==> config.mk <==
export PLATFORM = sky130hd
export DESIGN_NAME = axi_rd_arbiter
export DESIGN_NICKNAME = d
export VERILOG_FILES = /design/src/rtl/axi_pkg.sv /design/src/rtl/axi_rd_arbiter_rr_arb2.sv /design/src/rtl/axi_rd_arbiter.sv
export SDC_FILE = /design/constraint.sdc
export NUM_CORES = 1
export LEC_CHECK = 0
export ABC_AREA = 1
export CORE_MARGIN = 2
export CORE_UTILIZATION = 30
export DETAILED_ROUTE_END_ITERATION = 12
export PLACE_DENSITY = 0.74
export SYNTH_ARGS = -nofsm -noshare
export SYNTH_HDL_FRONTEND = slang
export SYNTH_SLANG_ARGS = --single-unit
==> constraint.sdc <==
create_clock -name clk -period 3.3 [get_ports clk]
set_input_delay 0.66 -clock clk [delete_from_list [all_inputs] [get_ports clk]]
set_output_delay 0.66 -clock clk [all_outputs]
set_load 0.005 [all_outputs]
==> src/rtl/axi_pkg.sv <==
// Shared AXI read-path constants and the read arbiter state encoding.
package axi_pkg;

    typedef enum logic [1:0] {
        ARB_IDLE = 2'b00,
        ARB_ADDR = 2'b01,
        ARB_DATA = 2'b10
    } arb_state_e;

    localparam logic [2:0] AXI_SIZE_4B    = 3'b010;
    localparam logic [1:0] AXI_BURST_INCR = 2'b01;
    localparam logic [1:0] AXI_RESP_OKAY  = 2'b00;

endpackage

==> src/rtl/axi_rd_arbiter_rr_arb2.sv <==
// Two-way round-robin picker; the previous-grant pointer lives in the parent.
module rr_arb2 (
    input  logic [1:0] req,
    input  logic       last,
    output logic       gnt_idx,
    output logic       any
);

    // On a tie the requester that did not win last time is chosen.
    assign gnt_idx = (req == 2'b11) ? ~last : req[1];
    assign any     = |req;

endmodule

==> src/rtl/axi_rd_arbiter.sv <==
// Shares one AXI AR/R channel pair between I-cache (0) and D-cache (1) refill engines,
// one burst outstanding, with beat-count and ID checking on the returned data.
//
//  state    | meaning
//  ARB_IDLE | no burst; arbitrate among valid requesters
//  ARB_ADDR | m_ar* presented downstream, waiting for m_arready
//  ARB_DATA | R beats steered to the granted requester until m_rlast
module axi_rd_arbiter
    import axi_pkg::*;
#(
    parameter int ID_W   = 4,
    parameter int ADDR_W = 32,
    parameter int DATA_W = 32,
    parameter int LEN_W  = 4
) (
    input  logic              clk,
    input  logic              rst,

    input  logic [ID_W-1:0]   s0_arid,
    input  logic [ADDR_W-1:0] s0_araddr,
    input  logic [LEN_W-1:0]  s0_arlen,
    input  logic              s0_arvalid,
    output logic              s0_arready,
    output logic [DATA_W-1:0] s0_rdata,
    output logic [1:0]        s0_rresp,
    output logic              s0_rlast,
    output logic              s0_rvalid,
    input  logic              s0_rready,

    input  logic [ID_W-1:0]   s1_arid,
    input  logic [ADDR_W-1:0] s1_araddr,
    input  logic [LEN_W-1:0]  s1_arlen,
    input  logic              s1_arvalid,
    output logic              s1_arready,
    output logic [DATA_W-1:0] s1_rdata,
    output logic [1:0]        s1_rresp,
    output logic              s1_rlast,
    output logic              s1_rvalid,
    input  logic              s1_rready,

    output logic [ID_W-1:0]   m_arid,
    output logic [ADDR_W-1:0] m_araddr,
    output logic [LEN_W-1:0]  m_arlen,
    output logic              m_arvalid,
    input  logic              m_arready,
    input  logic [ID_W-1:0]   m_rid,
    input  logic [DATA_W-1:0] m_rdata,
    input  logic [1:0]        m_rresp,
    input  logic              m_rlast,
    input  logic              m_rvalid,
    output logic              m_rready,

    output logic              busy,
    output logic              prot_err
);

    arb_state_e        state_q;
    logic              grant_q;
    logic              last_grant_q;
    logic [LEN_W-1:0]  cnt_q;
    logic [ID_W-1:0]   m_arid_q;
    logic [ADDR_W-1:0] m_araddr_q;
    logic [LEN_W-1:0]  m_arlen_q;
    logic              m_arvalid_q;
    logic              s0_arready_q;
    logic              s1_arready_q;
    logic              prot_err_q;

    logic              arb_gnt;
    logic              arb_any;
    logic [ID_W-1:0]   sel_arid_d;
    logic [ADDR_W-1:0] sel_araddr_d;
    logic [LEN_W-1:0]  sel_arlen_d;
    logic              in_data;
    logic              to_s0;
    logic              to_s1;
    logic              beat;
    logic              beat_bad;

    rr_arb2 u_rr_arb2 (
        .req     ({s1_arvalid, s0_arvalid}),
        .last    (last_grant_q),
        .gnt_idx (arb_gnt),
        .any     (arb_any)
    );

    assign sel_arid_d   = arb_gnt ? s1_arid   : s0_arid;
    assign sel_araddr_d = arb_gnt ? s1_araddr : s0_araddr;
    assign sel_arlen_d  = arb_gnt ? s1_arlen  : s0_arlen;

    // R path is gated by state so nothing leaks to either requester outside a burst.
    assign in_data  = (state_q == ARB_DATA);
    assign to_s0    = in_data && !grant_q;
    assign to_s1    = in_data &&  grant_q;
    assign m_rready = (to_s0 && s0_rready) || (to_s1 && s1_rready);
    assign beat     = m_rvalid && m_rready;

    assign s0_rvalid = to_s0 && m_rvalid;
    assign s0_rdata  = to_s0 ? m_rdata : '0;
    assign s0_rresp  = to_s0 ? m_rresp : 2'b00;
    assign s0_rlast  = to_s0 && m_rlast;
    assign s1_rvalid = to_s1 && m_rvalid;
    assign s1_rdata  = to_s1 ? m_rdata : '0;
    assign s1_rresp  = to_s1 ? m_rresp : 2'b00;
    assign s1_rlast  = to_s1 && m_rlast;

    assign beat_bad = (m_rid != m_arid_q)
                   || ( m_rlast && (cnt_q != m_arlen_q))
                   || (!m_rlast && (cnt_q == m_arlen_q));

    always_ff @(posedge clk or negedge rst) begin
        if (!rst) begin
            state_q      <= ARB_IDLE;
            grant_q      <= 1'b0;
            last_grant_q <= 1'b1;
            cnt_q        <= '0;
            m_arid_q     <= '0;
            m_araddr_q   <= '0;
            m_arlen_q    <= '0;
            m_arvalid_q  <= 1'b0;
            s0_arready_q <= 1'b0;
            s1_arready_q <= 1'b0;
            prot_err_q   <= 1'b0;
        end else begin
            s0_arready_q <= 1'b0;
            s1_arready_q <= 1'b0;
            case (state_q)
                ARB_IDLE: begin
                    if (m_rvalid) prot_err_q <= 1'b1;
                    if (arb_any) begin
                        grant_q      <= arb_gnt;
                        last_grant_q <= arb_gnt;
                        cnt_q        <= '0;
                        m_arid_q     <= sel_arid_d;
                        m_araddr_q   <= sel_araddr_d;
                        m_arlen_q    <= sel_arlen_d;
                        m_arvalid_q  <= 1'b1;
                        state_q      <= ARB_ADDR;
                    end
                end
                ARB_ADDR: begin
                    if (m_rvalid) prot_err_q <= 1'b1;
                    if (m_arvalid_q && m_arready) begin
                        m_arvalid_q <= 1'b0;
                        if (grant_q) s1_arready_q <= 1'b1;
                        else         s0_arready_q <= 1'b1;
                        state_q <= ARB_DATA;
                    end
                end
                ARB_DATA: begin
                    // A malformed burst still ends only on m_rlast; cnt wraps naturally.
                    if (beat) begin
                        cnt_q <= cnt_q + 1'b1;
                        if (beat_bad) prot_err_q <= 1'b1;
                        if (m_rlast)  state_q    <= ARB_IDLE;
                    end
                end
                default: state_q <= ARB_IDLE;
            endcase
        end
    end

    assign m_arid     = m_arid_q;
    assign m_araddr   = m_araddr_q;
    assign m_arlen    = m_arlen_q;
    assign m_arvalid  = m_arvalid_q;
    assign s0_arready = s0_arready_q;
    assign s1_arready = s1_arready_q;
    assign busy       = (state_q != ARB_IDLE);
    assign prot_err   = prot_err_q;

endmodule

==> results.cfg <==
[clock_network]
path_clk_slew_ns = 0.09
cts_max_level = 2
cts_root_buffer = clkbuf_8
clk_path_buf_depth = 2
post_cts_buffers = 0
clock_insertion_delay_worst_skew_ns = 0.30
post_cts_resized = 0
cts_tree = built
cts_made_buffers = 5
hold_buffers = 0
clock_sinks = 52

[worst_setup_path]
crit_path_start_kind = register
crit_required_ns = 2.64
crit_fanout = 23
cp.arrival_ns = 2.23
endpoint_kind = output pin
path_class = register to output pin

[routing]
drt_pass1_iterations = 6
viasPerCell = 4.53
antenna_left = 0
drc = 0
drtIter0Drc = 218
vias = 3655
drt_wl_total_mm = 12.0
wl_per_cell_um = 14.8

[synth]
synth.top_cell.area_share = 0.417
synth_top_area_cell = dfrtp_1
yosysMostFrequentCell = nor2_1
synth_edf_count = 0
synth_nets = 566
ys_seq_elements = 52
synth.avg_cell_area_um2 = 6.99
synthCells = 438
synthTopCellsByArea = dfrtp_1 42%, nor2_1 15%, o21ai_0 9.0%, nand2_1 8.8%, inv_1 7.0%
yosys_warnings = 0
synth-async-reset-ratio = 1.00
synth_cell_types = 24
syn-cell-area_um2 = 3060
ys_top_cells_by_count = 122 x nor2_1, 72 x nand2_1, 57 x inv_1
synthFlopType = dfrtp_1
synth.yosys.seq_area_share = 0.425

[place]
portBuffers = 244
dpl.hpwl_mm = 9.49
dp_cells = 799
place_congestion = 0.839
post_dp_cell_area_um2 = 5600
dp_slack_ns = 0.655

[sta]
fmax_mhz = 347
rsz0062_at_grt = false
drv_slew = 0
final-setup-viol-count = 0
tightest_slew_ns = 0.743
fin_setup_tns_ns = 0
fin_crit_ns = 2.89
finalCritPeriodShare = 0.874
skew_ns = 0.00850
max_slew_margin = 0.504
hold_viol = 0
fin_ws_ns = 0.414

[grt]
grt_usage = 0.214
grt_first_pass_wirelength_mm = 18.9
grt_pass1_vias = 3656
grt-ovfl-total = 0
antenna_found_initial = 0
grt_start_max_net_pins = 53

[die]
die-area_um2 = 11000
initial_core_util = 0.312
ios = 245
die_w_um = 105
rows = 36
fp.coreArea_um2 = 9820
fp.dieH_um = 105

[outcome]
status = complete, no violations

[power]
power_density_nw_per_um2 = 615
ir_drop_mv = 0.278
leakagePower_nw = 2.54

[final_layout]
stdcell_area_um2 = 5690
fin_nets = 801
post-route-util = 0.579
drive_above_1_share = 0.0697
diodes = 0
fillCellCount = 929
area_growth_pct = 85.7
final_cells = 807

[hold_path]
hold_class = input port to async pin

[job]
maxCapViolCount = 0
state kept, by name, summed over array words and instances (netlist names):
register	count
last_grant_q	1
grant_q	1
m_arid	4
cnt_q	4
m_arlen	4
m_arvalid	1
s0_arready	1
prot_err	1
s1_arready	1
m_araddr	32
state_q	2
cell families after synthesis:
logic type	Yosys count	synth area share
DFF	52	0.425
adders and majority gates	1	0.00409
AOI/OAI and AO/OA	88	0.177
buffers and inverters	84	0.117
and+or+nand+nor	211	0.271
xor gates and xnor gates	2	0.00572
where the power goes:
group | switching [W] | internal, W | total, W
Sequential | 0.000196 | 0.000932 | 0.00113
Combinational | 0.000917 | 0.00108 | 0.00199
Clock | 0.000204 | 0.000172 | 0.000376
Total | 0.00132 | 0.00218 | 0.00350
final timing paths:
check,from,to,slack (ns),cells after the start
max in group asynchronous,rst,grant_q$_DFFE_PN0P_,2.39,2
worst min register to register,prot_err$_DFFE_PN0P_,prot_err$_DFFE_PN0P_,0.47,2
worst max-delay path,state_q[1]$_DFFE_PN0P_,s1_rdata[31],0.41,6
worst max register to register,state_q[1]$_DFFE_PN0P_,m_araddr[30]$_DFFE_PN0P_,1.45,5
min in group clk,prot_err$_DFFE_PN0P_,prot_err$_DFFE_PN0P_,0.47,2
worst min-delay path,rst,m_araddr[23]$_DFFE_PN0P_,0.47,2
stage by stage:
stage | hold slack [ns] | power (W)
3_5_place_dp | 0.453 | 0.00316
5_1_grt | 0.506 | 0.00379
6_report | 0.468 | 0.00350
4_1_cts | 0.473 | 0.00354
2_1_floorplan | 0.364 | 0.00203
3_3_place_gp | 0.450 | 0.00311
critical path, cell delays in order, from the launching register on:
cell	delay, ns
dfrtp_1	0.43
inv_2	0.07
nor2_2	0.11
nand2_1	0.28
buf_4	0.33
nor2_1	0.15
clkdlybuf4s50_1	0.55
layer usage:
metal,wire (µm),GRT usage,vias to the layer above
li1,-,-,1811
met1,4570,0.226,1679
met2,6260,0.411,153
met3,987,0.0643,12
met4,146,0.0514,0
met5,0,0,-
cell usage in the layout, fill, tap and decap left out, drive strengths merged:
cell type / netlist / layout
clkdlybuf4s50: 0 / 243
nor2: 125 / 125
o21ai: 81 / 81
nand2: 76 / 76
inv: 61 / 61
dfrtp: 51 / 51
nand3: 8 / 8
buf: 14 / 8
clkbuf: 9 / 8
o22ai: 7 / 7
nor3: 1 / 1
xor2: 1 / 1
or2: 1 / 1
xnor2: 1 / 1
ha: 1 / 1
dfstp: 1 / 1
final cells by class:
type                    instances  area [µm²]  area share
multi-input cells             302        1410       0.248
flip-flops and latches         52        1300       0.229
well taps                     133         166      0.0293
clock buffers                   8        90.1      0.0158
repair buffers                251        2490       0.438
inverters                      61         229      0.0403
No activity file was read; power rests on OpenSTA's default activity.
